`config.mk`:
```
export PLATFORM = sky130hd
export DESIGN_NAME = uart_baud_ctrl
export DESIGN_NICKNAME = d
export VERILOG_FILES = /design/src/rtl/uart_pkg.sv /design/src/rtl/uart_sync_edge.sv /design/src/rtl/uart_baud_ctrl.sv
export SDC_FILE = /design/constraint.sdc
export NUM_CORES = 1
export LEC_CHECK = 0
export BUFFER_PORTS_ARGS = -buffer_cell sky130_fd_sc_hd__buf_4
export CAP_MARGIN = 0
export CORE_ASPECT_RATIO = 2
export CORE_MARGIN = 3
export CORE_UTILIZATION = 57
export CTS_CLUSTER_SIZE = 8
export DETAILED_ROUTE_END_ITERATION = 12
export HOLD_SLACK_MARGIN = 0.12
export PLACE_DENSITY = 0.91
export REMOVE_ABC_BUFFERS = 1
export SLEW_MARGIN = 5
export SYNTH_ARGS = -nofsm -noshare
export SYNTH_HDL_FRONTEND = slang
export SYNTH_SLANG_ARGS = --single-unit
```
`constraint.sdc`:
```
create_clock -name clk -period 2.65 [get_ports clk]
set_clock_uncertainty 0.1 [all_clocks]
set_input_delay 0 -clock clk [delete_from_list [all_inputs] [get_ports clk]]
set_output_delay 0 -clock clk [all_outputs]
set_load 0.01 [all_outputs]
```
`src/rtl/uart_pkg.sv`:
```
`default_nettype none
// ----------------------------------------------------------------------------
// uart_pkg : shared UART baud-control types and constants
// Rev 1.0
// ----------------------------------------------------------------------------
package uart_pkg;

  typedef logic [10:0] dvsr_t;

  typedef enum logic [1:0] {
    ST_IDLE      = 2'd0,
    ST_WAIT_FALL = 2'd1,
    ST_MEASURE   = 2'd2,
    ST_RESULT    = 2'd3
  } ab_state_t;

  localparam dvsr_t DVSR_MIN_DEF = 11'd2;
  localparam dvsr_t DVSR_RST_DEF = 11'd326;

endpackage
`default_nettype wire

```
`src/rtl/uart_sync_edge.sv`:
```
`default_nettype none
// ----------------------------------------------------------------------------
// uart_sync_edge : 2-flop synchroniser with falling/rising edge detect
// Rev 1.0
// ----------------------------------------------------------------------------
module uart_sync_edge (
  input  logic clk,
  input  logic rst,
  input  logic din,
  output logic dout,
  output logic fall,
  output logic rise
);

  logic r_meta;
  logic r_sync;
  logic r_prev;

  // Flops come out of reset high so an idle line never looks like an edge.
  always_ff @(posedge clk or posedge rst) begin
    if (rst) begin
      r_meta <= 1'b1;
      r_sync <= 1'b1;
      r_prev <= 1'b1;
    end else begin
      r_meta <= din;
      r_sync <= r_meta;
      r_prev <= r_sync;
    end
  end

  assign dout = r_sync;
  assign fall = r_prev & ~r_sync;
  assign rise = ~r_prev & r_sync;

endmodule
`default_nettype wire

```
`src/rtl/uart_baud_ctrl.sv`:
```
`default_nettype none
// ----------------------------------------------------------------------------
// uart_baud_ctrl : idle-gated divisor staging plus auto-baud start-bit measure
// Rev 1.0
// ----------------------------------------------------------------------------
module uart_baud_ctrl
  import uart_pkg::*;
#(
  parameter dvsr_t       DVSR_RST  = DVSR_RST_DEF,
  parameter int unsigned OVSR_LOG2 = 4,
  parameter dvsr_t       DVSR_MIN  = DVSR_MIN_DEF,
  parameter int unsigned CNT_W     = 16
) (
  input  logic        clk,
  input  logic        rst,
  input  logic        cfg_wr,
  input  logic [10:0] cfg_dvsr,
  input  logic        ab_req,
  input  logic        tx_busy,
  input  logic        rx_busy,
  input  logic        rx_line,
  output logic [10:0] dvsr,
  output logic        cfg_pending,
  output logic        cfg_ack,
  output logic        cfg_rej,
  output logic        ab_busy,
  output logic        ab_done,
  output logic        ab_err
);

  localparam logic [CNT_W-1:0] c_cnt_max = '1;
  localparam logic [CNT_W-1:0] c_cnt_pre = c_cnt_max - CNT_W'(1);
  localparam logic [CNT_W-1:0] c_res_max = CNT_W'(2047);
  localparam logic [CNT_W-1:0] c_res_min = CNT_W'(DVSR_MIN);

  ab_state_t        r_state;
  ab_state_t        w_state_nxt;
  logic [CNT_W-1:0] r_cnt;
  logic             r_ovf;
  dvsr_t            r_stg;
  dvsr_t            r_dvsr;
  logic             r_pending;
  logic             r_ack;
  logic             r_rej;
  logic             r_done;
  logic             r_err;

  logic             w_line;
  logic             w_fall;
  logic             w_rise;
  logic             w_busy;
  logic             w_apply;
  logic             w_cfg_bad;
  logic             w_cfg_ok;
  logic             w_cnt_sat;
  logic [CNT_W-1:0] w_res;
  logic             w_res_ok;

  uart_sync_edge u_sync (
    .clk  (clk),
    .rst  (rst),
    .din  (rx_line),
    .dout (w_line),
    .fall (w_fall),
    .rise (w_rise)
  );

  assign w_busy    = (r_state != ST_IDLE);
  assign w_apply   = r_pending & ~tx_busy & ~rx_busy;
  assign w_cfg_bad = cfg_wr & ((cfg_dvsr < DVSR_MIN) | w_busy);
  assign w_cfg_ok  = cfg_wr & ~w_cfg_bad;
  // Next increment lands on all-ones: stop there instead of wrapping.
  assign w_cnt_sat = ~w_line & (r_cnt == c_cnt_pre);
  assign w_res     = r_cnt >> OVSR_LOG2;
  assign w_res_ok  = ~r_ovf & (w_res <= c_res_max) & (w_res >= c_res_min);

  always_ff @(posedge clk or posedge rst) begin
    if (rst) r_state <= ST_IDLE;
    else     r_state <= w_state_nxt;
  end

  always_comb begin
    w_state_nxt = r_state;
    case (r_state)
      ST_IDLE:      if (ab_req) w_state_nxt = ST_WAIT_FALL;
      ST_WAIT_FALL: if (w_fall) w_state_nxt = ST_MEASURE;
      ST_MEASURE:   if (w_rise || w_cnt_sat) w_state_nxt = ST_RESULT;
      ST_RESULT:    w_state_nxt = ST_IDLE;
      default:      w_state_nxt = ST_IDLE;
    endcase
  end

  always_ff @(posedge clk or posedge rst) begin
    if (rst) begin
      r_cnt     <= '0;
      r_ovf     <= 1'b0;
      r_stg     <= DVSR_RST;
      r_dvsr    <= DVSR_RST;
      r_pending <= 1'b0;
      r_ack     <= 1'b0;
      r_rej     <= 1'b0;
      r_done    <= 1'b0;
      r_err     <= 1'b0;
    end else begin
      r_ack  <= 1'b0;
      r_rej  <= 1'b0;
      r_done <= 1'b0;
      r_err  <= 1'b0;
      if (w_apply) begin
        r_dvsr    <= r_stg;
        r_pending <= 1'b0;
        r_ack     <= 1'b1;
      end
      // A fresh write re-arms pending even if the old value applies this cycle.
      if (w_cfg_bad) begin
        r_rej <= 1'b1;
      end else if (w_cfg_ok) begin
        r_stg     <= cfg_dvsr;
        r_pending <= 1'b1;
      end
      case (r_state)
        ST_IDLE: if (ab_req) r_pending <= 1'b0;
        ST_WAIT_FALL: begin
          if (w_fall) begin
            r_cnt <= CNT_W'(1);
            r_ovf <= 1'b0;
          end
        end
        ST_MEASURE: begin
          if (!w_line) begin
            r_cnt <= r_cnt + CNT_W'(1);
            if (w_cnt_sat) r_ovf <= 1'b1;
          end
        end
        ST_RESULT: begin
          if (w_res_ok) begin
            r_stg     <= w_res[10:0];
            r_pending <= 1'b1;
            r_done    <= 1'b1;
          end else begin
            r_err <= 1'b1;
          end
        end
        default: ;
      endcase
    end
  end

  assign dvsr        = r_dvsr;
  assign cfg_pending = r_pending;
  assign cfg_ack     = r_ack;
  assign cfg_rej     = r_rej;
  assign ab_busy     = w_busy;
  assign ab_done     = r_done;
  assign ab_err      = r_err;

endmodule
`default_nettype wire

```
==> results.md, run 1 <==
Run status:
- The run finished with clean final reports.

Global route:
- The via count of the first global-routing pass came to 2150.
- Global routing finished with a remaining overflow of 0.
- The wire length of the first global-routing pass is 10340 um.
- The initial antenna violation count is 0.
- Entering global routing, the biggest net connects 50 pins.
- Across every metal layer, demand over resource in global routing totals 0.2663.

Pwr:
- The share of power burned in the clock network is 0.203.
- VDD sags by at most 0.6387 mV.
- The completed layout was analyzed and its total power is 2.740 mW.
- The leakage power figure is 1.420 nW.
- The ratio of total power to cell area is 885.9 nW/um^2.
- Of the total power, the share spent switching nets is 0.3334.
- The portion of total power attributed to combinational logic is 0.368.
- For this design the total switching power over the nets is 913.5 uW.
- The proportion of power drawn by flip-flops and latches is 0.430.
- The internal power contribution is 1.826 mW.

CTS:
- The H-tree was split into 2 levels.
- TritonCTS built the clock tree.
- The latest clock arrival within the worst-skew pair is 0.31 ns.
- The clock tree buffer depth is 2.
- Clock tree synthesis inserted a total of 5 buffers.
- The post-cts sizing count is 0.
- The count of clock tree sinks is 49.
- The post-CTS clock slew at the launch and capture registers of the worst setup and hold paths is 0.09 ns.
- The root buffer cell is clkbuf_8.

Placed design:
- After detailed placement, the total cell area comes to 2783 um^2.
- Routability-driven placement finished with a final weighted congestion of roughly 0.83.
- In this run, placement finished with an instance count of 306.
- Port buffering added 34 buffers.
- The total half-perimeter wirelength after legalization and detailed placement is approximately 4000 um.

Yosys:
- The synthesized design contains 49 register bits.
- The instance count of the mapped netlist is about 230.
- The total standard cell area after synthesis is 2494 um^2.
- The mean instance size in the synthesized netlist is between 10 and 15 um^2.
- The share of async-settable or async-resettable flops after synthesis is 1.000.
- Yosys printed 0 warnings.
- The number of enable flip-flop cells after synthesis is 0.
- The prevailing post-synth register cell is dfrtp_1.
- Synthesis instantiated 49 different standard cells from the library.
- By area the synthesized netlist is led by dfrtp_1 38%, dfstp_2 12%, mux2_2 5.9%, nor2_1 3.6%, ha_1 3.5%.
- The sequential cell area fraction in the yosys report is 0.4972.
- The cell accounting for the most synthesized area is dfrtp_1.
- The area share of the largest cell type after synthesis is 0.3813.

Timing:
- For the pin with the worst max-slew slack, the measured transition is 1.009 ns.
- The worst path in the final design needs a cycle of around 2.3 ns, including I/O delays and setup.
- The worst pin sits at a relative slew slack of 0.3273.
- The count of endpoints failing setup in the final report is 0.
- Setup repair after global routing left no endpoint under its margin.
- The worst hold-check slack is 0.2428 ns.
- The sum of negative setup slack is 0 ns.
- The upper clock frequency limit is between 0.4 and 0.5 GHz.
- The final max-slew violation count is 0.
- The fraction of the cycle the final worst path needs is 0.8801.
- The final count of hold timing violations is 0.

Detailed routing:
- Detailed routing inserted a total of 2039 vias.
- In this run the remaining antenna-violating nets after routing total 0.
- The detail-routed via count per cell is 6.123.
- The final routed wirelength across all metal layers is ~6300 um.
- After detailed routing, the average wire length per cell comes to ~19 um.
- The number of remaining DRC errors is 0.
- The number of detailed-routing iterations run before antenna repair is 4.
- The DRC marker count from the first detailed-route iteration is 69.

Worst setup path:
- The longest individual stage delay on the worst path is 0.76 ns.
- The maximum fanout along the worst path is 12.
- The signal on the critical path passes through dlygate4sd3_1, buf_4, or4_4, o41ai_4, a22oi_1, a21oi_2.
- The worst setup path is captured at a register.
- STA puts the critical path data arrival time at approximately 2.5 ns.
- The critical path's slowest cell is o41ai_4.
- The critical path startpoint category is a primary input.
- The required time of the worst setup path is 2.79 ns.
- The kind of critical path is primary input to register.

Floorplanning:
- The full die area is 5253 um^2.
- The total number of placement rows is 33.
- For this configuration, the core starts out at a cell density of 0.5980.
- The y dimension of the die is 99.54 um.
- The die width is 52.77 um.
- The region available for standard cell placement spans 4170 um^2.
- The number of top-level pins is 35.

Finish:
- The net count of the finished layout is 305.
- The post-layout instance area is 3093 um^2.
- Of the cells placed in the final design, the portion with a size suffix greater than 1 is 0.3096.
- The signed area change from the synthesized netlist to the final layout is 24.03%.
- The filler-free cell count of the finished design is 333.
- The antenna cell count is 0.

Job:
- Across the run, the number of max-cap violations was 0.

Worst hold path:
- The worst hold path belongs to the class primary input to register.
[per-stage QoR]
| step | setup slack [ns] | utilization |
|---|---|---|
| 2_1_floorplan | 0.3006 | - |
| 3_3_place_gp | 0.5259 | 0.6673 |
| 3_5_place_dp | 0.4103 | 0.6673 |
| 4_1_cts | 0.3437 | 0.7417 |
| 5_1_grt | 0.1891 | 0.7417 |
| 6_report | 0.3177 | 0.7417 |
[layout by cell type (no fill, tap or decap), types with 2 or more instances in the layout]
cell type,instances
a21oi_1,10
nor2_1,24
a22oi_1,11
nand4_1,5
mux2_2,13
dfstp_2,11
and4_1,2
o21ai_0,6
o311ai_0,3
or4_1,6
o31ai_1,4
and2_1,4
xnor2_1,3
clkbuf_8,6
a31oi_1,3
nor4_1,3
nand2b_1,2
nor3_1,2
a41o_1,3
o211ai_1,2
a21oi_2,8
dlygate4sd3_1,19
inv_1,7
nand2_1,10
and3_1,2
buf_4,39
ha_1,7
nand3_1,6
dfrtp_1,38
[worst max-delay path: cells and delay by family]
kind            cells  cell delay [ns]
compound gates      3             1.21
buf+inv             2             0.68
simple gates        1             0.57
[synthesized netlist by cell type (2+ instances only)]
cell type,count
a21oi_1,10
a21oi_2,8
a22oi_1,11
a31oi_1,3
a41o_1,3
and2_1,4
and3_1,2
and4_1,2
buf_2,2
buf_4,2
buf_6,3
clkbuf_1,4
dfrtp_1,38
dfstp_2,11
ha_1,7
inv_1,8
mux2_2,13
nand2_1,10
nand2b_1,2
nand3_1,6
nand4_1,5
nor2_1,24
nor3_1,2
nor4_1,3
o211ai_1,2
o21ai_0,6
o311ai_0,3
o31ai_1,4
or4_1,6
xnor2_1,3
[state kept, by name, summed over array words and instances, names as in the netlist, 2 cells and up]
name,count
dvsr,11
r_stg,11
r_state,2
r_cnt,16
[timing repair]
action,CTS,global route
endpoints found under the hold margin,54,0
setup buffers,0,0
hold buffers,19,0
[final cells by class]
type,count,area (um^2)
Sequential cell,49,1240
Multi-Input combinational cell,158,1155
Fill cell,255,1077
Timing Repair Buffer,58,483.0
Clock buffer,6,82.58
Tap cell,52,65.06
Clock inverter,2,37.54
Inverter,8,30.03
[kinds of logic (layout without fill, tap and decap cells)]
logic type	count (synthesis)	in the layout	synth area share
adder cells (fa/ha/maj)	7	7	0.03512
flip-flops	49	49	0.4972
multiplexers	15	15	0.06824
AND/OR/NAND/NOR	76	76	0.1676
AO/OA/AOI/OAI	56	56	0.1761
XOR/XNOR	4	4	0.01405
buffers and inverters	19	74	0.04164
[routing by layer]
| metal | track usage | up-vias | wire length, um |
|---|---|---|---|
| met5 | 0 | - | 0 |
| met2 | 0.4722 | 79 | 3508 |
| met1 | 0.2900 | 986 | 2252 |
| li1 | - | 945 | - |
| met3 | 0.04948 | 29 | 235 |
| met4 | 0.1280 | 0 | 286 |
[worst paths after layout]
kind / startpoint / to / slack (ns) / depth (start not counted)
min in group asynchronous: rst / dvsr[3] / 0.41 / 3
min: rx_line / u_sync.r_meta / 0.24 / 2
max in group asynchronous: rst / r_cnt[14] / 1.40 / 3
min reg2reg: u_sync.r_meta / u_sync.dout / 0.26 / 0
max reg2reg: r_state[1] / r_cnt[13] / 0.36 / 6
max: cfg_dvsr[3] / r_stg[9] / 0.32 / 6
[power by group through the flow]
stage	clock, mW	sequential (mW)	combinational, mW
after floorplan	0	1.18	0.574
after global placement	0	1.15	0.896
after detailed placement	0	1.17	0.944
after CTS	0.565	1.15	0.983
after global routing	0.599	1.20	1.11
final	0.556	1.18	1.01
No activity file was read; power rests on OpenSTA's default activity.
==> inputs of run 2 (changes only) <==
Settings changed: CORE_UTILIZATION 57 to 56, PLACE_DENSITY 0.91 to 0.9, SYNTH_HIERARCHICAL set to 1.
==> run 2 against run 1 <==
Net effect:
- via count is 0.74% lower
- clock-buffer cell count is 2 higher
- flip-flop and latch count stayed put
- clock power is 19% lower
- wire length is 5.4% lower
- worst hold slack worse by 0.021 ns
- setup slack worse by 0.20 ns
- total power is 5.0% lower
- synthesized area is 1.9% lower
- largest power group unchanged
- core utilization is 0.72 points lower
- highest routed layer unchanged
- global-route usage is 2.5 points lower
- synthesized cell count stayed put
==> results.md, run 2 <==
Run status:
- The flow ran to the end, and the final reports show no timing, DRC or antenna violations.

Worst hold path:
- The type of the worst min-delay path is primary input to asynchronous set/reset pin.

Worst setup path:
- The required time of the worst setup path is 2.80 ns (about the same).
- Traced cell by cell, the critical path runs through or4_4, o311ai_4, nor2_1, a31oi_1, dlygate4sd3_1.
- The worst setup path is launched from a register.
- On the critical path, the stage with the largest delay is an instance of or4_4.
- The kind of end point of the critical path is a register.
- The longest individual stage delay on the worst path is 0.57 ns (-0.19 ns).
- The worst setup path is of the register to register kind.
- The maximum fanout along the worst path is 11 (-1).
- The arrival time of data at the critical path endpoint is 2.68 ns (+0.21 ns).

Yosys:
- The sequential cell area fraction in the yosys report was 0.5069 (+0.009665).
- The flip-flop and latch count after synthesis is 49 (unchanged).
- The total standard cell area after synthesis was 2446 um^2 (-1.9%).
- The mean instance size in the synthesized netlist is 10.82 um^2 (-1.9%).
- The distinct cell type count of the synthesized netlist is 42 (-14%).
- The synthesis warning total came to 6 (+6).
- The number of enable flip-flop cells after synthesis was 0 (unchanged).
- The share of async-settable or async-resettable flops after synthesis was 1.000 (unchanged).
- The most numerous cell in the Yosys netlist is dfrtp_1.
- The instance count of the mapped netlist is 226 (unchanged).
- In the post-synthesis netlist, the biggest area contributors are dfrtp_1 39%, dfstp_2 12%, mux2_2 6.9%, nor2_1 3.7%, ha_1 3.6%.
- The cell accounting for the most synthesized area is dfrtp_1.
- The prevailing post-synth register cell is dfrtp_1.
- The area share of the largest cell type after synthesis was 0.3887 (+0.007412).
- Sorting the synthesized cells by how often they occur yields 38 x dfrtp_1, 24 x nor2_1, 17 x nand2_1.

Detailed routing:
- The number of routed nets with antenna violations is 0 (unchanged).
- The final routed wire length divided by cell count came to 17.53 um (-7.1%).
- The total via count in the routed design is 2024 (-0.74%).
- The DRC marker count from the first detailed-route iteration is 79 (+14%).
- The number of detailed-routing iterations run before antenna repair is 4 (unchanged).
- The final routed wirelength across all metal layers is 5942 um (-5.4%).
- The number of remaining DRC errors is 0 (unchanged).
- The detail-routed via count per cell was 5.971 (-2.5%).

Timing:
- The worst slew margin relative to its limit came to 0.3347 (+0.007441).
- The final max-slew violation count is 0 (unchanged).
- The sum of negative setup slack came to 0 ns (unchanged).
- The upper clock frequency limit is 0.3950 GHz (-7.9%).
- The final count of hold timing violations is 0 (unchanged).
- The shortest clock period the worst path allows after layout is 2.532 ns (+0.1993 ns).
- The fraction of the cycle the final worst path needs is 0.9553 (+0.07520).
- The transition time of the tightest slew-check pin was 0.9918 ns (-0.01729 ns).
- Setup repair after global routing left no endpoint under its margin.
- The count of endpoints failing setup in the final report was 0 (unchanged).

Floorplanning:
- The y dimension of the die is 99.47 um (about the same).
- The full die area is 5245 um^2 (-0.14%).
- The initial cell density of the core was 0.5866 (-0.01140).
- The standard cell core area was 4170 um^2 (unchanged).
- The total number of placement rows is 33 (unchanged).
- The number of top-level pins is 35 (unchanged).
- The die width is 52.74 um (about the same).

Finish:
- The antenna cell count came to 0 (unchanged).
- The proportion of layout cells with a drive suffix above 1 is 0.3066 (-0.002988).
- The signed area change from the synthesized netlist to the final layout is 25.22%.
- The combined area of the multi-input logic cells is 1116 um^2 (-3.4%).
- The area occupied by registers is 1240 um^2 (unchanged).
- The flip-flop count of the largest register, all copies and words added is 16 (unchanged).
- Counting flops per register, the top entry is r_cnt.
- The most common cell after layout, fill and taps aside is buf_4.
- The count of nets after finishing was 311 (+2.0%).
- In the layout the commonest cells are 41 x buf_4, 38 x dfrtp_1, 24 x nor2_1, 21 x dlygate4sd3_1, 17 x nand2_1.
- The post-layout instance area came to 3063 um^2 (-0.97%).
- The layout filler cell count is 259 (+1.6%).

CTS:
- The number of H-tree levels is 2 (unchanged).
- The count of clock tree sinks is 49 (unchanged).
- The post-CTS clock slew at the launch and capture registers of the worst setup and hold paths came to 0.09 ns (about the same).
- The root buffer cell chosen for the clock tree is clkbuf_8.
- The CTS buffer count is 5 (unchanged).
- The clock tree from TritonCTS is yes.
- The latest clock arrival within the worst-skew pair was 0.30 ns (about the same).
- The clock tree buffer depth is 2 (unchanged).
- The post-cts sizing count is 0 (unchanged).

Pwr:
- The ratio of total power to cell area is 850.0 nW/um^2 (-4.0%).
- The peak ir drop on the vdd network is 0.6281 mV (-1.6%).
- The leakage power figure is 1.412 nW (-0.52%).
- The total power consumption of the routed design was 2.604 mW (-5.0%).

Placed design:
- The total half-perimeter wirelength after legalization and detailed placement is 3941 um (-2.0%).
- The count of buffers inserted at the top-level ports is 34 (unchanged).
- The final weighted congestion in routability-driven placement was 0.8990 (+8.2%).
- The total placed instance area came to 2748 um^2 (-1.3%).

Global route:
- The largest net degree at the start of global routing is 29 (-42%).
- The via count of the first global-routing pass was 2045 (-4.9%).
- The initial antenna violation count came to 0 (unchanged).
- The total congestion overflow is 0 (unchanged).
- The wire length of the first global-routing pass is 9425 um (-8.8%).
- The overall routing resource usage is 0.2411 (-0.02520).

Job:
- The total of max-cap violations came to 0 (unchanged).
-- run 2: logic make-up (layout without fill, tap and decap cells) --
logic type | Yosys count | count (layout) | share of synthesized area
AND/OR/NAND/NOR | 85 | 85 | 0.1826
buffers and inverters | 18 | 79 | 0.03887
XOR/XNOR | 6 | 6 | 0.02148
adder cells (fa/ha/maj) | 7 | 7 | 0.03580
multiplexers | 16 | 16 | 0.07315
flip-flops | 49 | 49 | 0.5069
AO/OA/AOI/OAI | 45 | 45 | 0.1412
-- run 2: metal layers --
layer,GRT usage,vias to the layer above,share of wire
li1,-,927,-
met1,0.2547,1004,0.37
met2,0.4330,68,0.55
met3,0.04048,25,0.038
met4,0.1260,0,0.041
met5,0,-,0
-- run 2: worst max-delay path: cells and delay by family (launching register included) --
family                 cells  cell delay [ns]
AND/OR/NAND/NOR            2             0.65
flip-flops                 1             0.48
AO/OA/AOI/OAI              2             0.69
buffers and inverters      1             0.57
-- run 2: power by group --
| part | switching (mW) | internal, mW |
|---|---|---|
| registers | 0.157 | 1.01 |
| logic | 0.475 | 0.510 |
| clock network | 0.237 | 0.213 |
-- run 2: cell type report --
type / count / area share
clock buffers: 8 / 0.02941
flip-flops and latches: 49 / 0.4048
inverters: 9 / 0.01103
multi-input cells: 159 / 0.3644
repair buffers: 62 / 0.1691
well taps: 52 / 0.02124
-- run 2: timing repair --
item / CTS / global route
hold buffers: 21 / 0
setup endpoints to repair: 0 / 2
endpoints found under the hold margin: 44 / 0
setup buffers: 0 / 2
-- run 2: worst paths after layout --
kind | startpoint | cells after the start | to | slack [ns]
min in group clk | rx_line | 2 | u_sync/r_meta | 0.25
max reg2reg | r_cnt[10] | 5 | r_stg[4] | 0.12
min | rst | 3 | u_sync/r_prev | 0.22
max in group asynchronous | rst | 4 | r_stg[1] | 1.40
max | r_cnt[10] | 5 | r_stg[4] | 0.12
min reg2reg | u_sync/r_meta | 0 | u_sync/dout | 0.27
-- run 2: through the flow --
stage / hold slack, ns / worst slack [ns] / util / std cells
global route: 0.2500 / 0.01725 / 0.7345 / 339
finish: 0.2214 / 0.1184 / 0.7345 / 339
global placement: -0.03677 / 0.4908 / 0.6589 / 308
CTS: 0.2111 / 0.05368 / 0.7309 / 337
detailed placement: -0.02474 / 0.4412 / 0.6589 / 308
floorplan: -0.1667 / 0.4394 / - / 217
==> inputs of run 3 (changes only) <==
Settings changed: HOLD_SLACK_MARGIN 0.12 to 0.06, RECOVER_POWER set to 100.
==> run 3 against run 2 <==
Net effect:
- register-to-register slack worse by 0.06 ns
- non-clock buffer count is 1 lower
- die area unchanged
==> results.md, run 3 (synthesized netlist as in run 2, its figures left out) <==
Worst hold path:
- The type of the worst min-delay path is primary input to asynchronous set/reset pin.

Pwr:
- The peak ir drop on the vdd network was 0.6236 mV (-0.73%).
- The ratio of total power to cell area is 833.7 nW/um^2 (-1.9%).
- The leakage power figure is 1.334 nW (-5.6%).
- The total power consumption of the routed design is 2.476 mW (-4.9%).

Finish:
- The combined area of the multi-input logic cells is 1104 um^2 (-1.1%).
- The largest register by flop count is r_cnt.
- The library cell used most frequently in the layout, excluding fill and tap cells, is dfrtp_1.
- The count of nets after finishing is 310 (-0.32%).
- The antenna cell count came to 0 (unchanged).
- The area occupied by registers is 1240 um^2 (unchanged).
- The proportion of layout cells with a drive suffix above 1 is 0.2203 (-0.08634).
- Relative to the synthesized area, the layout overhead comes to 21.43%.
- The flip-flop count of the largest register, all copies and words added is 16 (unchanged).
- The top cell types in the final layout, fill and taps aside, are 38 x dfrtp_1, 24 x nor2_1, 20 x clkbuf_1, 20 x dlygate4sd3_1, 19 x buf_4.
- The layout filler cell count is 289 (+12%).

Global route:
- The wire length of the first global-routing pass is 9390 um (-0.37%).
- The largest net degree at the start of global routing is 29 (unchanged).
- The via count of the first global-routing pass is 2032 (-0.64%).
- The initial antenna violation count was 0 (unchanged).
- The total congestion overflow is 0 (unchanged).
- The overall routing resource usage was 0.2402 (-0.0009063).

Floorplanning:
- The number of top-level pins is 35 (unchanged).
- The full die area was 5245 um^2 (unchanged).
- The die width is 52.74 um (unchanged).
- The initial cell density of the core was 0.5866 (unchanged).
- The y dimension of the die is 99.47 um (unchanged).
- The total number of placement rows is 33 (unchanged).
- The standard cell core area is 4170 um^2 (unchanged).

Placed design:
- The final weighted congestion in routability-driven placement was 0.8990 (unchanged).
- The count of buffers inserted at the top-level ports was 34 (unchanged).
- The total half-perimeter wirelength after legalization and detailed placement came to 3941 um (unchanged).

Worst setup path:
- In this design, the largest share of critical-path delay is due to simple AND/OR/NAND/NOR gates.
- The maximum fanout along the worst path is 11 (unchanged).
- For this design, the slowest cell found on the critical path is dlygate4sd3_1.
- The required time of the worst setup path came to 2.79 ns (about the same).
- Traced cell by cell, the critical path runs through or4_4, o311ai_4, nor2_1, a31oi_1, dlygate4sd3_1.
- The worst setup path is of the register to register kind.
- The arrival time of data at the critical path endpoint came to 2.74 ns (+0.06 ns).
- The worst setup path is captured at a register.
- The number of buffers and inverters on the critical path is 1 (unchanged).
- The critical path startpoint category is a register.
- The longest individual stage delay on the worst path is 0.58 ns (about the same).

Detailed routing:
- The final routed wirelength across all metal layers came to 5850 um (-1.5%).
- The DRC marker count from the first detailed-route iteration is 110 (+39%).
- The detailed-routing wirelength on met1 is 2097 um (-3.8%).
- The total via count in the routed design is 2021 (-0.15%).
- The number of detailed-routing iterations run before antenna repair is 4 (unchanged).
- The number of remaining DRC errors came to 0 (unchanged).
- The final routed wire length divided by cell count was 17.31 um (-1.3%).
- The wire length on met2 is 3234 um (-1.7%).
- The number of routed nets with antenna violations was 0 (unchanged).
- The detail-routed via count per cell is 5.979 (+0.15%).
- The highest metal layer with signal wires is met4.
- The wire length on met3 came to 304 um (+36%).

CTS:
- The post-cts sizing count is 0 (unchanged).
- The count of clock tree sinks was 49 (unchanged).
- The CTS buffer count is 5 (unchanged).
- The root buffer cell is clkbuf_8.
- The clock tree buffer depth is 2 (unchanged).
- The number of H-tree levels is 2 (unchanged).
- The post-CTS clock slew at the launch and capture registers of the worst setup and hold paths is 0.08 ns (about the same).
- The latest clock arrival within the worst-skew pair came to 0.30 ns (about the same).
- TritonCTS built the clock tree.

Timing:
- The upper clock frequency limit is 0.3854 GHz (-2.4%).
- The count of endpoints failing setup in the final report is 0 (unchanged).
- The worst slew margin relative to its limit is 0.3185 (-0.01622).
- The shortest clock period the worst path allows after layout is 2.595 ns (+0.06343 ns).
- The sum of negative setup slack is 0 ns (unchanged).
- The final max-slew violation count is 0 (unchanged).
- The final count of hold timing violations came to 0 (unchanged).
- The fraction of the cycle the final worst path needs is 0.9792 (+0.02394).
- The transition time of the tightest slew-check pin is 1.016 ns (+0.02418 ns).

Job:
- The total of max-cap violations came to 0 (unchanged).

Run status:
- The flow ran to the end, and the final reports show no timing, DRC or antenna violations.
-- run 3: cell types whose count changed in the layout (fill, tap and decap cells not counted), moves of 2 or more --
cell      before  now
mux2_2        15   13
mux2_1         0    2
clkbuf_1       2   20
dfstp_1        0    2
a21oi_1       11   13
clkbuf_4       0    3
a21oi_2        7    5
dfstp_2       11    9
buf_4         41   19
-- run 3: cell type report --
cell class / instances / area share
clock buffers: 8 / 0.03033
multi-input cells: 159 / 0.3715
inverters: 9 / 0.01137
repair buffers: 61 / 0.1474
well taps: 52 / 0.02190
flip-flops and latches: 49 / 0.4174
-- run 3: per-layer routing --
layer / track usage / vias up
met5: 0 / -
met1: 0.2597 / 989
li1: - / 924
met4: 0.1201 / 0
met3: 0.04198 / 21
met2: 0.4272 / 87
-- run 3: path summary, 6_finish.rpt --
check                         startpoint  cells after the start  slack [ns]             to
max                            r_cnt[10]                      5        0.06       r_stg[4]
min                                  rst                      3        0.22  u_sync/r_prev
max reg2reg                    r_cnt[10]                      5        0.06       r_stg[4]
min reg2reg                u_sync/r_meta                      0        0.27    u_sync/dout
max in group asynchronous            rst                      4        0.85        dvsr[7]
min in group clk                 rx_line                      2        0.26  u_sync/r_meta
-- run 3: repair_timing --
action | 4_1_cts | 5_1_grt
hold buffers | 20 | 0
endpoints found under the setup margin | 0 | 1
setup buffers | 0 | 2
hold endpoints to repair | 44 | 0
-- run 3: worst min-delay path: stages --
cell and delay (ns):
dlygate4sd3_1 0.53, clkbuf_4 0.14, inv_1 0.10
-- run 3: per-stage QoR --
step                utilization  cells  area, um^2  hold slack, ns  setup WS [ns]
detailed placement       0.6589    308        2748        -0.02474         0.4412
global route             0.7123    338        2970          0.2527       -0.05208
global placement         0.6589    308        2748        -0.03677         0.4908
finish                   0.7123    338        2970          0.2181        0.05501
CTS                      0.7285    336        3038          0.2111        0.06860
floorplan                     -    217        2385         -0.1667         0.4394
-- run 3: where the power goes --
part | internal, mW | switching, mW
logic | 0.408 | 0.467
registers | 1.01 | 0.150
clock network | 0.213 | 0.229
total | 1.63 | 0.845
